[src/rtl/blink_decoder_if.sv]
// Signal bundle between a blink-style heartbeat source and its decoder.
// The source side drives led_in; the decoder side returns status.
interface blink_decoder_if #(
   parameter int CBITS = 12
);
   logic             led_in;
   logic             edge_pulse;
   logic             phase;
   logic             locked;
   logic             err;
   logic [7:0]       err_cnt;
   logic [CBITS+1:0] last_interval;

   modport master (
      output led_in,
      input  edge_pulse, phase, locked, err, err_cnt, last_interval
   );

   modport slave (
      input  led_in,
      output edge_pulse, phase, locked, err, err_cnt, last_interval
   );
endinterface

[src/rtl/blink_decoder.sv]
// Heartbeat monitor: times led_in toggles against a 2**CBITS half-period,
// locks after LOCK_N good intervals and flags mismatches / stuck LED.
module blink_decoder #(
   parameter int CBITS  = 12,
   parameter int TOL    = 0,
   parameter int LOCK_N = 4
) (
   input  logic             clk,
   input  logic             rst,
   blink_decoder_if.slave   bus
);
   localparam int W   = CBITS + 2;
   localparam int EXP = 1 << CBITS;
   localparam logic [W-1:0] LO = W'(EXP - TOL);
   localparam logic [W-1:0] HI = W'(EXP + TOL);

   typedef enum logic [1:0] {IDLE, HUNT, LOCKED} state_t;

   state_t         state, state_d;
   logic           led_q;
   logic [W-1:0]   cnt;
   logic [3:0]     match_cnt, match_cnt_d;
   logic           err_d;
   logic           edge_det;
   logic           in_range;
   logic           edge_pulse_q;
   logic           locked_q;
   logic           err_q;
   logic [7:0]     err_cnt_q;
   logic [W-1:0]   last_interval_q;

   assign edge_det = (bus.led_in != led_q);
   assign in_range = (cnt >= LO) && (cnt <= HI);

   always_comb begin
      state_d     = state;
      match_cnt_d = match_cnt;
      err_d       = 1'b0;
      case (state)
         IDLE: begin
            if (edge_det) state_d = HUNT;
         end
         HUNT: begin
            if (edge_det) begin
               if (in_range) begin
                  match_cnt_d = match_cnt + 4'd1;
                  if (match_cnt_d == 4'(LOCK_N)) state_d = LOCKED;
               end else begin
                  match_cnt_d = '0;
               end
            end
         end
         LOCKED: begin
            // stuck-LED timeout can only fire on a non-edge cycle, so an
            // edge landing exactly on HI is judged by the match rule alone
            if ((edge_det && !in_range) || (!edge_det && cnt == HI)) begin
               err_d       = 1'b1;
               match_cnt_d = '0;
               state_d     = HUNT;
            end
         end
         default: begin
            state_d     = IDLE;
            match_cnt_d = '0;
         end
      endcase
   end

   always_ff @(posedge clk or posedge rst) begin
      if (rst) begin
         state           <= IDLE;
         led_q           <= 1'b0;
         cnt             <= '0;
         match_cnt       <= '0;
         edge_pulse_q    <= 1'b0;
         locked_q        <= 1'b0;
         err_q           <= 1'b0;
         err_cnt_q       <= '0;
         last_interval_q <= '0;
      end else begin
         state        <= state_d;
         match_cnt    <= match_cnt_d;
         led_q        <= bus.led_in;
         edge_pulse_q <= edge_det;
         locked_q     <= (state_d == LOCKED);
         err_q        <= err_d;

         if (edge_det)
            cnt <= W'(1);
         else if (cnt != '1)
            cnt <= cnt + W'(1);

         // the first edge after reset only starts timing
         if (edge_det && state != IDLE)
            last_interval_q <= cnt;

         if (err_d && err_cnt_q != 8'hFF)
            err_cnt_q <= err_cnt_q + 8'd1;
      end
   end

   assign bus.edge_pulse    = edge_pulse_q;
   assign bus.phase         = led_q;
   assign bus.locked        = locked_q;
   assign bus.err           = err_q;
   assign bus.err_cnt       = err_cnt_q;
   assign bus.last_interval = last_interval_q;
endmodule
[src/flat_wrapper.sv]
// flat-port wrapper written by rule: the top's interface ports become plain ports
module blink_decoder_flat 
#(
   parameter int CBITS  = 12,
   parameter int TOL    = 0,
   parameter int LOCK_N = 4
)
  (clk, rst, bus_led_in, bus_edge_pulse, bus_phase, bus_locked, bus_err, bus_err_cnt, bus_last_interval);
  blink_decoder_if #(.CBITS(CBITS)) bus_i ();
  input  logic clk;
  input  logic rst;
  input wire logic [$bits(bus_i.led_in)-1:0] bus_led_in;
  output wire logic [$bits(bus_i.edge_pulse)-1:0] bus_edge_pulse;
  output wire logic [$bits(bus_i.phase)-1:0] bus_phase;
  output wire logic [$bits(bus_i.locked)-1:0] bus_locked;
  output wire logic [$bits(bus_i.err)-1:0] bus_err;
  output wire logic [$bits(bus_i.err_cnt)-1:0] bus_err_cnt;
  output wire logic [$bits(bus_i.last_interval)-1:0] bus_last_interval;
  assign bus_i.led_in = bus_led_in;
  assign bus_edge_pulse = bus_i.edge_pulse;
  assign bus_phase = bus_i.phase;
  assign bus_locked = bus_i.locked;
  assign bus_err = bus_i.err;
  assign bus_err_cnt = bus_i.err_cnt;
  assign bus_last_interval = bus_i.last_interval;
  blink_decoder #(.CBITS(CBITS), .TOL(TOL), .LOCK_N(LOCK_N)) u_core (.clk(clk), .rst(rst), .bus(bus_i));
endmodule
[config.mk]
export PLATFORM = sky130hd
export DESIGN_NAME = blink_decoder_flat
export DESIGN_NICKNAME = d
export VERILOG_FILES = /design/src/rtl/blink_decoder_if.sv /design/src/rtl/blink_decoder.sv /design/src/flat_wrapper.sv
export SDC_FILE = /design/constraint.sdc
export NUM_CORES = 1
export LEC_CHECK = 0
export CAP_MARGIN = 30
export CORE_ASPECT_RATIO = 0.7
export CORE_UTILIZATION = 41
export DETAILED_ROUTE_END_ITERATION = 10
export DONT_BUFFER_PORTS = 1
export SLEW_MARGIN = 20
export SYNTH_ARGS = -nofsm -noshare
export SYNTH_HDL_FRONTEND = slang
export SYNTH_SLANG_ARGS = --single-unit
export TNS_END_PERCENT = 30
[constraint.sdc]
create_clock -name clk -period 2.5 [get_ports clk]
set_clock_uncertainty 0.05 [all_clocks]
set_input_delay 0 -clock clk [delete_from_list [all_inputs] [get_ports clk]]
set_output_delay 0 -clock clk [all_outputs]
set_load 0.1 [all_outputs]
**Yosys cells after proc, flatten, opt, wreduce, memory -nomap -nowiden**

Cells that the tools add are included.

- Reductions and logical operators: 12
- $lt $le $gt $ge: 2
- Multiplexer cells: 14
- $add $sub $neg: 3
- Eq/ne operators: 10
- Bitwise operators: 1

Operators by type and width:

| kind | count |
|---|---|
| $mux W14 | 2 |
| $add A14 B1 Y14 const B | 1 |
| $eq A14 B13 Y1 const B | 1 |
| $ge A14 B13 Y1 const B | 1 |
| $le A14 B13 Y1 const B | 1 |
| $ne A14 B14 Y1 const B | 1 |
| $mux W4 | 3 |
| $pmux W4 S3 | 1 |
| $mux W2 | 5 |
| $add A8 B1 Y8 const B | 1 |
| $ne A8 B8 Y1 const B | 1 |
| $pmux W2 S3 | 1 |
| $logic_and A1 B1 Y1 | 5 |
| $add A4 B1 Y4 const B | 1 |
| $eq A2 B2 Y1 const B | 2 |
| $eq A4 B3 Y1 const B | 1 |
| $ne A2 B1 Y1 const B | 2 |
| $reduce_bool A2 Y1 | 2 |
| $reduce_and A3 Y1 | 1 |
| $eq A2 B1 Y1 const B | 1 |
| $logic_not A1 Y1 | 2 |
| $logic_not A2 Y1 | 1 |
| $mux W1 | 2 |
| $logic_or A1 B1 Y1 | 1 |
| other kinds (2) | 2 |

- Input bits: 3
- Flip-flop bits (word level): 46
- Logic and storage cells: 51

**Depth between registers and ports, before layout**

- Depth after elaboration: 8
- Depth in mapped cells: 7

**Least setup slack after synthesis**

Ideal clock, no wire load.

- Path kind: register to register
- Start point: reg u_core.err_cnt_q[0] (netlist: u_core.bus.err_cnt[0])
- End point: reg u_core.err_cnt_q[1] (netlist: u_core.bus.err_cnt[1])
- Library setup time: 126 ps
- Setup slack: 203 ps
- Arrival time: 2121 ps
- Path buffers: 0
- Stages on the path, launching flop included: 6
- Cell sequence: dfrtp_1 > ha_1 > nand3_1 > o211ai_1 > mux2i_4 > mux2_4

- Cells in the longest elaborated chain, start to end: 2

Ends and longest elaborated chain:

| item | RTL line | text |
|---|---|---|
| start, declared | blink_decoder.sv:29 | `logic [7:0] err_cnt_q;` |
| start signal, assigned | blink_decoder.sv:98 | `err_cnt_q <= err_cnt_q + 8'd1;` |
| parallel branches: the longest is 2 deep, another holds $add A8 B1 Y8 | -- |  |

Several ways; the timed one is not identified.
A chain may end at the register's enable or synchronous reset.

**Worst setup path after layout**

- Start point: reg u_core.cnt[4]
- End point: reg u_core.err_cnt_q[4] (netlist: u_core.bus.err_cnt[4])

- Cells in the longest elaborated chain, start to end: 8

Ends and longest elaborated chain:

| item | RTL line | text |
|---|---|---|
| start, declared | blink_decoder.sv:21 | `logic [W-1:0] cnt;` |
| start signal, assigned | blink_decoder.sv:91 | `cnt <= cnt + W'(1);` |
| $ge A14 B13 Y1 / $le A14 B13 Y1 (equally long branches) | blink_decoder.sv:33 | `assign in_range = (cnt >= LO) && (cnt <= HI);` |
| $logic_and A1 B1 Y1 | blink_decoder.sv:33 |  |
| $logic_not A1 Y1 | blink_decoder.sv:56 | `if ((edge_det && !in_range) \|\| (!edge_det && cnt == HI)) begin` |
| $logic_and A1 B1 Y1 | blink_decoder.sv:56 |  |
| $logic_or A1 B1 Y1 * | blink_decoder.sv:56 |  |
| $mux W1 * | blink_decoder.sv:56 |  |
| $mux W1 * | blink_decoder.sv:39 | `case (state)` |
| $logic_and A1 B1 Y1 * | blink_decoder.sv:97 | `if (err_d && err_cnt_q != 8'hFF)` |

Mark *: on every way between the ends. The rest lies on a longest branch, timed or not.

==> impl_metrics.yaml <==
critical_path:
  critPathKind: "reg2reg"
  slowest_stage: "dfrtp_1"
  critPathMaxFanout: 8
  max_stage_delay_ns: 0.49
  crit_family: "simple AND/OR/NAND/NOR gates"
  critPathArrivalTime_ns: 2.14
  worstPathCellList: "nor4_4 -> and4_4 -> mux2i_4 -> nand4_1 -> xnor2_1"
  path_buf_inv: 0
  critical_path_required_ns: 2.63
  endpoint_kind: "flip-flop"
  cp-start-kind: "flip-flop"
timing:
  worst_slew_pin_slew_ns: 0.9220
  setup_viol: 0
  fin_crit_sh_pct: 80.27
  finalWorstPathRequiredPeriod_ns: 2.007
  max_freq_mhz: 498.3
  drv_slew: 0
  hold_violations: 0
  slew_headroom_pct: 38.54
  tns_ns: 0
  rsz0062_at_grt: "no"
  worst_hold_slack_ns: 0.1016
  setup_slack_ns: 0.4932
pwr:
  peakVddDrop_v: 0.0005218
  p_sw_uw: 482.4
  comb_power_share_pct: 8.6
  power_density_nw_per_um2: 631.8
  switching_share_pct: 30.07
  power_mw: 1.605
  seq_power_share_pct: 57.3
  pwr-share-clk_pct: 34.1
  cellInternalPower_mw: 1.122
  p_leak_nw: 1.204
route:
  remaining_drc_errors: 0
  via_per_inst: 5.521
  firstDrtPassIters: 5
  ant_nets: 0
  vias: 1568
  wl_per_cell_um: 16.17
  finalWirelength_um: 4592
  drt_iter0_drc: 115
synthesis:
  async_reset_ff_share_pct: 100.0
  synthXorXnorAreaFrac_pct: 7.067
  ys_seq_elements: 46
  synth_top_family_by_area: "simple AND/OR/NAND/NOR gates"
  synth_top_area_share_pct: 51.60
  syn-instance-count: 195
  synth.most_common_cell: "dfrtp_1"
  synthFlopType: "dfrtp_1"
  synthMuxAreaShare_pct: 8.749
  synth_commonest_cells: "46 x dfrtp_1, 14 x mux2_2, 14 x nand2_1, 13 x nor2_1, 11 x xnor2_1"
  synth.net_count: 203
  avgSynthCellArea_um2: 11.44
  synth-edff-count: 0
  synth_warnings: 0
  syn-cell-area_um2: 2231
  synth.distinct_cells: 48
  synth_compound_area_share_pct: 9.198
  yosys-top-cells-area: "dfrtp_1 52%, mux2_2 7.1%, xnor2_1 4.3%"
  netlist.top_cell.by_area: "dfrtp_1"
  synth_adder_area_share_pct: 2.804
  synth-seq-area-share_pct: 51.60
  synthSimpleGateAreaFrac_pct: 17.78
cts:
  postCtsSetupRepairBufs: 0
  cts_tree: "done"
  htree_levels: 2
  clk_path_buf_depth: 2
  clock-root-buffer: "clkbuf_8"
  clock_latency_ns: 0.30
  cts.sinks: 46
  clk_pin_slew_ns: 0.09
  cts_made_buffers: 5
global_route:
  grt_pass1_vias: 1539
  use_met3_pct: 5.072
  grt_pass1_wl_um: 7755
  gr-usage-met2_pct: 26.34
  met1_usage_pct: 24.02
  gr-total-overflow: 0
  grt_antenna_before_repair: 0
  grt_busiest_layer: "met2"
  grt_use_total_pct: 17.70
  grt_max_degree: 17
die:
  dieArea_um2: 5745
  rows: 22
  dieWidth_um: 90.17
  core_um2: 5230
  die_h_um: 63.72
  pin_count: 29
  initial_core_util_pct: 42.66
placement:
  place_area_um2: 2410
  globalplace.congestion: 0.8826
  place_ws_ns: 0.4905
  port_buffers: 0
  dpl.hpwl_um: 3352
  placedCellCount: 274
flow_run:
  cap_violations: 0
final_layout:
  nets: 219
  antenna_cells: 0
  drive_gt1_share_pct: 21.23
  final-instance-count-excl-fill: 284
  fin_area_um2: 2540
  syn2layout_area_growth_pct: 13.85
  fin_util_pct: 48.56
worst_hold_path:
  hold_path.class: "in2async"
run_status:
  status: "complete, no violations"
path summary, 6_finish.rpt:
check,startpoint,end,slack [ns],depth (start not counted)
max,u_core.cnt[4],u_core.bus.err_cnt[4],0.49,5
max reg2reg,u_core.cnt[4],u_core.bus.err_cnt[4],0.49,5
min in group clk,bus_led_in,u_core.bus.phase,0.28,1
max in group asynchronous,rst,u_core.match_cnt[3],1.56,4
min reg2reg,u_core.match_cnt[3],u_core.match_cnt[3],0.50,2
min,rst,u_core.bus.last_interval[4],0.10,2
cell families (layout without fill, tap and decap cells):
kind of cell | count (synthesis) | in the layout
buffers and inverters | 13 | 30
AOI/OAI and AO/OA | 26 | 26
DFF | 46 | 46
muxes | 16 | 16
xor gates and xnor gates | 18 | 18
and+or+nand+nor | 71 | 71
adders and majority gates | 5 | 5
repair_timing:
item,CTS,global route
endpoints found under the hold margin,34,0
hold buffers,2,0
resized for setup,0,0
cells in the final DEF, fill, tap and decap left out, drive strengths merged, types with 2 or more instances in the layout:
cell	Yosys	routed
a21oi	2	2
clkbuf	2	6
a31oi	2	2
nand2	14	14
a21o	2	2
dfrtp	46	46
ha	5	5
inv	5	4
a41oi	2	2
xor2	7	7
and3	2	2
nor3	8	8
nand2b	2	2
mux2	15	15
nor4	2	2
nand4	10	10
dlygate4sd3	0	2
o211ai	2	2
a41o	3	3
nand3	6	6
a21boi	2	2
o22ai	2	2
o31ai	2	2
and2	4	4
nor2	14	14
buf	6	15
and4	3	3
xnor2	11	11
nor2b	2	2
registers in the layout, indices dropped and copies added (netlist names):
register,cells
u_core.bus.last_interval,14
u_core.cnt,14
u_core.bus.err_cnt,8
u_core.match_cnt,4
u_core.state,2
u_core.bus.edge_pulse,1
u_core.bus.err,1
u_core.bus.locked,1
u_core.bus.phase,1
per-layer routing:
metal  part of all wire [%]  wire length [um]
met3                    6.6               303
met5                      0                 0
met4                    1.7                76
met2                     43              1986
met1                     48              2225
final cells by class:
type                       count  area (um^2)
fill                         498         2690
sequential                    46         1151
multi-input combinational    136         1017
timing repair buffer          17        152.6
tap                           72        90.09
clock buffer                   6        72.57
clock inverter                 2        37.54
inverter                       5        18.77
power by group through the flow:
stage / clock [mW] / combinational [mW] / sequential (mW)
global route: 0.595 / 0.152 / 0.925
finish: 0.548 / 0.137 / 0.919
CTS: 0.561 / 0.140 / 0.920
global placement: 0 / 0.128 / 0.934
floorplan: 0 / 0.0920 / 0.931
detailed placement: 0 / 0.136 / 0.935
Power figures use the tool's default switching activity.
